--- src/rtl/pw_lockout_ctrl.sv ---
`default_nettype none
// +----------------------------------------------------------------------------+
// | pw_lockout_ctrl : attempt limiter that pulses the password FSM, samples    |
// |                   its verdict and enforces a timed lockout after failures. |
// | Revision 1.0                                                               |
// +----------------------------------------------------------------------------+
module pw_lockout_ctrl #(
   parameter int MAX_FAIL       = 3,
   parameter int RESULT_DLY     = 4,
   parameter int LOCKOUT_CYCLES = 1000,
   parameter int LOCK_W         = 24
) (
   input  logic       clk,
   input  logic       reset,
   input  logic       enter_in,
   input  logic       fsm_open,
   output logic       fsm_enter,
   output logic       fsm_clear,
   output logic       open,
   output logic       locked_out,
   output logic [3:0] fail_cnt
);

   localparam int DLY_W = (RESULT_DLY > 1) ? $clog2(RESULT_DLY + 1) : 1;
   localparam logic [DLY_W-1:0]  c_dly_load  = DLY_W'(RESULT_DLY);
   localparam logic [LOCK_W-1:0] c_lock_load = LOCK_W'(LOCKOUT_CYCLES);
   localparam logic [3:0]        c_max_fail  = 4'(MAX_FAIL);
   localparam logic [3:0]        c_fail_sat  = 4'd15;

   typedef enum logic [2:0] {
      S_IDLE     = 3'd0,
      S_PULSE    = 3'd1,
      S_WAIT     = 3'd2,
      S_UNLOCKED = 3'd3,
      S_LOCKOUT  = 3'd4
   } state_t;

   state_t            r_state, w_state_nxt;
   logic              r_sync1, r_sync2, r_hist;
   logic [DLY_W-1:0]  r_dly, w_dly_nxt;
   logic [LOCK_W-1:0] r_timer, w_timer_nxt;
   logic [3:0]        r_fail, w_fail_nxt, w_fail_inc;
   logic              r_open, w_open_nxt;
   logic              r_locked, w_locked_nxt;
   logic              r_clear, w_clear_nxt;
   logic              w_rise;

   assign w_rise     = r_sync2 & ~r_hist;
   assign w_fail_inc = (r_fail == c_fail_sat) ? c_fail_sat : r_fail + 4'd1;

   always_ff @(posedge clk) begin
      if (reset) begin
         r_state  <= S_IDLE;
         r_sync1  <= 1'b0;
         r_sync2  <= 1'b0;
         r_hist   <= 1'b0;
         r_dly    <= '0;
         r_timer  <= '0;
         r_fail   <= 4'd0;
         r_open   <= 1'b0;
         r_locked <= 1'b0;
         r_clear  <= 1'b0;
      end else begin
         r_state  <= w_state_nxt;
         r_sync1  <= enter_in;
         r_sync2  <= r_sync1;
         r_hist   <= r_sync2;
         r_dly    <= w_dly_nxt;
         r_timer  <= w_timer_nxt;
         r_fail   <= w_fail_nxt;
         r_open   <= w_open_nxt;
         r_locked <= w_locked_nxt;
         r_clear  <= w_clear_nxt;
      end
   end

   // Rise events outside IDLE are simply never consumed, so they are dropped.
   always_comb begin
      w_state_nxt  = r_state;
      w_dly_nxt    = r_dly;
      w_timer_nxt  = r_timer;
      w_fail_nxt   = r_fail;
      w_open_nxt   = r_open;
      w_locked_nxt = r_locked;
      w_clear_nxt  = 1'b0;
      case (r_state)
         S_IDLE: begin
            if (w_rise) w_state_nxt = S_PULSE;
         end
         S_PULSE: begin
            w_dly_nxt   = c_dly_load;
            w_state_nxt = S_WAIT;
         end
         S_WAIT: begin
            if (r_dly == DLY_W'(1)) begin
               if (fsm_open) begin
                  w_state_nxt = S_UNLOCKED;
                  w_fail_nxt  = 4'd0;
                  w_open_nxt  = 1'b1;
               end else begin
                  w_fail_nxt  = w_fail_inc;
                  w_clear_nxt = 1'b1;
                  if (w_fail_inc >= c_max_fail) begin
                     w_state_nxt  = S_LOCKOUT;
                     w_timer_nxt  = c_lock_load;
                     w_locked_nxt = 1'b1;
                  end else begin
                     w_state_nxt = S_IDLE;
                  end
               end
            end else begin
               w_dly_nxt = r_dly - DLY_W'(1);
            end
         end
         S_UNLOCKED: begin
            if (!fsm_open) begin
               w_open_nxt  = 1'b0;
               w_state_nxt = S_IDLE;
            end
         end
         S_LOCKOUT: begin
            if (r_timer == LOCK_W'(1)) begin
               w_state_nxt  = S_IDLE;
               w_fail_nxt   = 4'd0;
               w_locked_nxt = 1'b0;
            end else begin
               w_timer_nxt = r_timer - LOCK_W'(1);
            end
         end
         default: w_state_nxt = S_IDLE;
      endcase
   end

   assign fsm_enter  = (r_state == S_PULSE);
   assign fsm_clear  = r_clear;
   assign open       = r_open;
   assign locked_out = r_locked;
   assign fail_cnt   = r_fail;

endmodule
`default_nettype wire
--- config.mk ---
export PLATFORM = sky130hd
export DESIGN_NAME = pw_lockout_ctrl
export DESIGN_NICKNAME = d
export VERILOG_FILES = /design/src/rtl/pw_lockout_ctrl.sv
export SDC_FILE = /design/constraint.sdc
export NUM_CORES = 1
export LEC_CHECK = 0
export BUFFER_PORTS_ARGS = -buffer_cell sky130_fd_sc_hd__buf_4
export CAP_MARGIN = 20
export CORE_ASPECT_RATIO = 0.6
export CORE_MARGIN = 3
export CORE_UTILIZATION = 64
export CTS_CLUSTER_DIAMETER = 100
export DETAILED_ROUTE_END_ITERATION = 16
export PLACE_DENSITY = 0.83
export REMOVE_ABC_BUFFERS = 1
export SLEW_MARGIN = 40
export SYNTH_ARGS = -nofsm -noshare
export SYNTH_HDL_FRONTEND = slang
export SYNTH_SLANG_ARGS = --single-unit
export TNS_END_PERCENT = 1
--- constraint.sdc ---
create_clock -name clk -period 6.8 [get_ports clk]
set_input_delay 1.36 -clock clk [delete_from_list [all_inputs] [get_ports clk]]
set_output_delay 1.36 -clock clk [all_outputs]
set_load 0.05 [all_outputs]
==> results.txt <==
- Status: completed
- Areal power density over the cells: between 150 and 200 mW/mm²
- Buffers inserted during clock tree synthesis total 5.
* R2r worst-path depth: 8
- The number of antenna diodes in the final layout is 0.
* Maximum fanout count along the critical path: 7
- Among all stages on the critical path, the largest delay is contributed by sky130_fd_sc_hd__or4_1.
- CTS Root Buffer Type: sky130_fd_sc_hd__clkbuf_8
- Detailed route wirelength on metal3: between 300 and 400 µm
* Quantity of I/O buffers inserted on ports: 11
- Most frequently used cell type in the post-synthesis netlist: sky130_fd_sc_hd__dfxtp_1
- Worst setup EP type: flop
- Using the TritonRoute via totals, the vias-per-cell ratio works out to between 6 and 7.
* Number of search-and-repair iterations in the first detailed-routing pass: 7
- Initial antenna violation count: 0
- The clock tree synthesis step divided the H-tree into 2 levels.
- Yosys attributes the largest share of cell area to sky130_fd_sc_hd__dfxtp_1, sky130_fd_sc_hd__xor2_1, sky130_fd_sc_hd__nor2_1.
- The synthesized netlist devotes under 10% of its cell area to adder and majority cells.
- For this design, the CTS-stage hold fixing added 0 buffers.
- In this run, distinct cell masters in the synthesized netlist total 42.
- In the final timing run, aggregate negative setup slack is 0 ps.
- After floorplanning, the core was divided into 15 placement rows.
- Fin Clk Skew: approximately 6.3 ps
- Across the VDD grid, the largest voltage drop is 148 µV.
* Syn avg cell area: approximately 8.4 µm²
- The path with the worst hold slack has its endpoint at r_sync2.
- Total I/O pin count: 12
- Register-to-Register Setup Slack: 4120 ps
- The core region is between 0.002 and 0.003 mm².
- The die is a little under 80 µm wide.
* Delay contributed by the slowest stage of the critical path: between 500 and 600 ps
* ANT nets after route: 0
- Max-slew violation count: 0
- Buf+Inv Stages, Crit Path: 1
- Tot Pwr: 0.000421 W
- Floorplan die area: 0.00388 mm²
* Clock transition time at the flip-flop clock pins of the worst setup and hold paths: around 70 ps
- Once the floorplan was initialized, standard cells occupied roughly 69% of the core.
- Setup violations remaining at the end of the flow were counted as 0.
* Number of flops mapped to enable cells by yosys: 0
- The longest clock path from root to sink contains 2 buffers.
- Number of failing hold endpoints at the final stage: 0
- In this run, synthesis produced a sequential element count of 40.
- Type of element launching the critical path: primary input
* Endpoint required time on the critical path: approximately 7000 ps
- Of the synthesized area, sequential elements account for between 30% and 40%.
* Type of the worst min-delay path: reg2reg
- The number of global-route vias before repair was between 1500 and 2000.
- For this run the aggregate overflow at the end of global routing stands at 0.
- Share of cell area taken by muxes after synthesis: 0%
* CP Class: in2reg
* Avg WL per Cell: between 15 and 20 µm
- Broken down by cell family, the worst path's largest delay share belongs to simple AND/OR/NAND/NOR gates.
* Cell taking the most area after synthesis: sky130_fd_sc_hd__dfxtp_1
- Main combinational cell family by area after synthesis: simple AND/OR/NAND/NOR gates
* Top achievable clock speed: approximately 0.30 GHz
- Share of cells above drive strength 1: approximately a tenth
* Number of clock sinks: 40
- Simple-Gate Fraction of Synth Area: 30.6%
- Once the clock tree was built, the setup fixing pass inserted 0 buffers.
- After the first detailed-routing iteration, the DRC count stood at roughly 190.
* Wire length of the first global-routing pass: ~8200 µm
- In the final routing, the length of wire on met1 measures roughly 2100 µm.
- Max layer used: met4
- Overall via count from detail_route: 1841
- Dominant register cell in the synthesized netlist: sky130_fd_sc_hd__dfxtp_1
- CP cell instances: buf_4 -> or3b_4 -> a2111oi_4 -> nand2_2 -> or4_1 -> or3_1 -> a21oi_1
- In the synthesized netlist, the number of instances is 239.
- Arr. time, crit path: 3500 ps
- In this run the cell area of the synthesized design comes to between 0.002 and 0.0025 mm².
- R2R Path Start: r_dly[1]
* RSZ-0062 raised after global routing: false
- In this run the worst setup path begins at fsm_open.
- Along the worst hold path, the cell count comes to 1.
- The worst register-to-register path ends at r_timer[22].
- Worst hold start: r_sync1
- Tcrit/Tclk final: about half
- Clock insertion delay at the later pin of the skew report: between 200 and 300 ps
* Synth top area share: between 30% and 40%
* Share of the synthesized area in compound gates (AO/OA/AOI/OAI): around 17%
- For this block, the routed nets add up to roughly 4700 µm of wire.
* Detail Route met2 WL: between 2000 and 2500 µm
- Detailed Place HPWL: 3400 µm
- Quantity of gates resized following cts: 0
- The Yosys step of the flow raised 0 warnings.
* Rel. slew slack: between 50 and 60%
- Number of max-cap violations: 0
- TritonCTS clock tree: built
* Worst slew pin tran: 697 ps
* Leading post-synthesis cells by instance count: sky130_fd_sc_hd__dfxtp_1, sky130_fd_sc_hd__nor2_1, sky130_fd_sc_hd__a21oi_1, sky130_fd_sc_hd__nand3_1, sky130_fd_sc_hd__xor2_1
- In this run the vertical extent of the chip is 49.5 µm.
* GRT Overall Usage: between 20% and 30%
- In the synthesized netlist the async set-or-reset flop fraction comes to 0%.
- Compared with the post-synthesis result, the final layout area differs by 9.38%.
- Routability-driven placement finished with a final weighted congestion of roughly 0.85.
- Net count reported at finish: about 260
- Static Leak: approximately 0.84 nW
- Maximum number of pins on one net before global-route repair: 25
- Final period demand of the worst path: roughly 3300 ps
* Share of the synthesized netlist area taken by xor and xnor gates: under 10%
- For this run, design rule violations remaining after detail routing come to 0.
-- worst register-to-register path, stage by stage, from the launching register on --
cell and delay (ps):
sky130_fd_sc_hd__dfxtp_1 310, sky130_fd_sc_hd__inv_1 70, sky130_fd_sc_hd__ha_1 200, sky130_fd_sc_hd__or3b_4 430
sky130_fd_sc_hd__a2111oi_4 450, sky130_fd_sc_hd__nand2_2 120, sky130_fd_sc_hd__or4_1 540, sky130_fd_sc_hd__or3_1 350
sky130_fd_sc_hd__a21oi_1 130
-- final cells by class --
type	count	area, µm²
multi-input combinational	182	1150
sequential	40	801
fill	229	724
clock buffer	8	90.1
timing repair buffer	12	90.1
tap	42	52.6
inverter	6	22.5
-- how the worst max path moves through the flow --
stage / to / slack [ps] / depth (start not counted)
2_1_floorplan: r_timer[18] / 3530 / 6
3_3_place_gp: r_timer[18] / 3320 / 7
3_5_place_dp: r_timer[18] / 3240 / 7
4_1_cts: r_timer[22] / 3540 / 7
5_1_grt: r_timer[18] / 3420 / 7
6_report: r_timer[22] / 3520 / 7
-- cell families after synthesis --
family / Yosys count
DFF: 40
adders and majority gates: 5
AOI/OAI and AO/OA: 50
buffers and inverters: 17
xor gates and xnor gates: 15
and+or+nand+nor: 112
-- layout by cell type (no fill, tap or decap), types with 4 or more instances in the layout --
cell type / instances
sky130_fd_sc_hd__ha_1: 5
sky130_fd_sc_hd__nor2_1: 25
sky130_fd_sc_hd__or3_1: 10
sky130_fd_sc_hd__o21ai_0: 9
sky130_fd_sc_hd__clkbuf_8: 6
sky130_fd_sc_hd__or4_1: 6
sky130_fd_sc_hd__nor4_1: 8
sky130_fd_sc_hd__nand4_1: 8
sky130_fd_sc_hd__a211oi_1: 4
sky130_fd_sc_hd__xor2_1: 11
sky130_fd_sc_hd__nand2b_1: 7
sky130_fd_sc_hd__nand2_1: 9
sky130_fd_sc_hd__buf_4: 12
sky130_fd_sc_hd__nand3_1: 12
sky130_fd_sc_hd__nor3_1: 7
sky130_fd_sc_hd__a31oi_1: 4
sky130_fd_sc_hd__xnor2_1: 4
sky130_fd_sc_hd__inv_1: 6
sky130_fd_sc_hd__nor2b_1: 7
sky130_fd_sc_hd__a21oi_1: 18
sky130_fd_sc_hd__dfxtp_1: 40
-- through the flow --
| stage | util, % | hold slack [ps] | setup slack (ps) | cell area, µm² | instances |
|---|---|---|---|---|---|
| CTS | 75.3 | 468 | 3540 | 2200 | 290 |
| global route | 75.3 | 488 | 3420 | 2200 | 290 |
| global placement | 72.2 | 426 | 3320 | 2110 | 282 |
| finish | 75.3 | 460 | 3520 | 2200 | 290 |
| detailed placement | 72.2 | 456 | 3240 | 2110 | 282 |
| floorplan | - | 414 | 3530 | 1970 | 228 |
-- report_power, final --
group / leakage, nW / total, W / internal [W] / switching [W]
Sequential: 0.323 / 0.000239 / 0.000236 / 0.00000236
Combinational: 0.476 / 0.0000215 / 0.00000750 / 0.0000140
Clock: 0.0455 / 0.000160 / 0.0000827 / 0.0000776
-- sequential cells by signal, summed over array words and instances (netlist names) --
| signal | flops |
|---|---|
| r_timer | 24 |
| r_sync1 | 1 |
| r_hist | 1 |
| r_dly | 3 |
| r_sync2 | 1 |
| open | 1 |
| fsm_clear | 1 |
| locked_out | 1 |
| r_state | 3 |
| fail_cnt | 4 |
-- routing by layer --
| layer | GRT usage [%] | up-vias |
|---|---|---|
| li1 | - | 888 |
| met1 | 34.4 | 868 |
| met2 | 44.3 | 80 |
| met3 | 6.57 | 5 |
| met4 | 10.2 | 0 |
| met5 | 0 | - |
(Power assumes the default switching activity.)
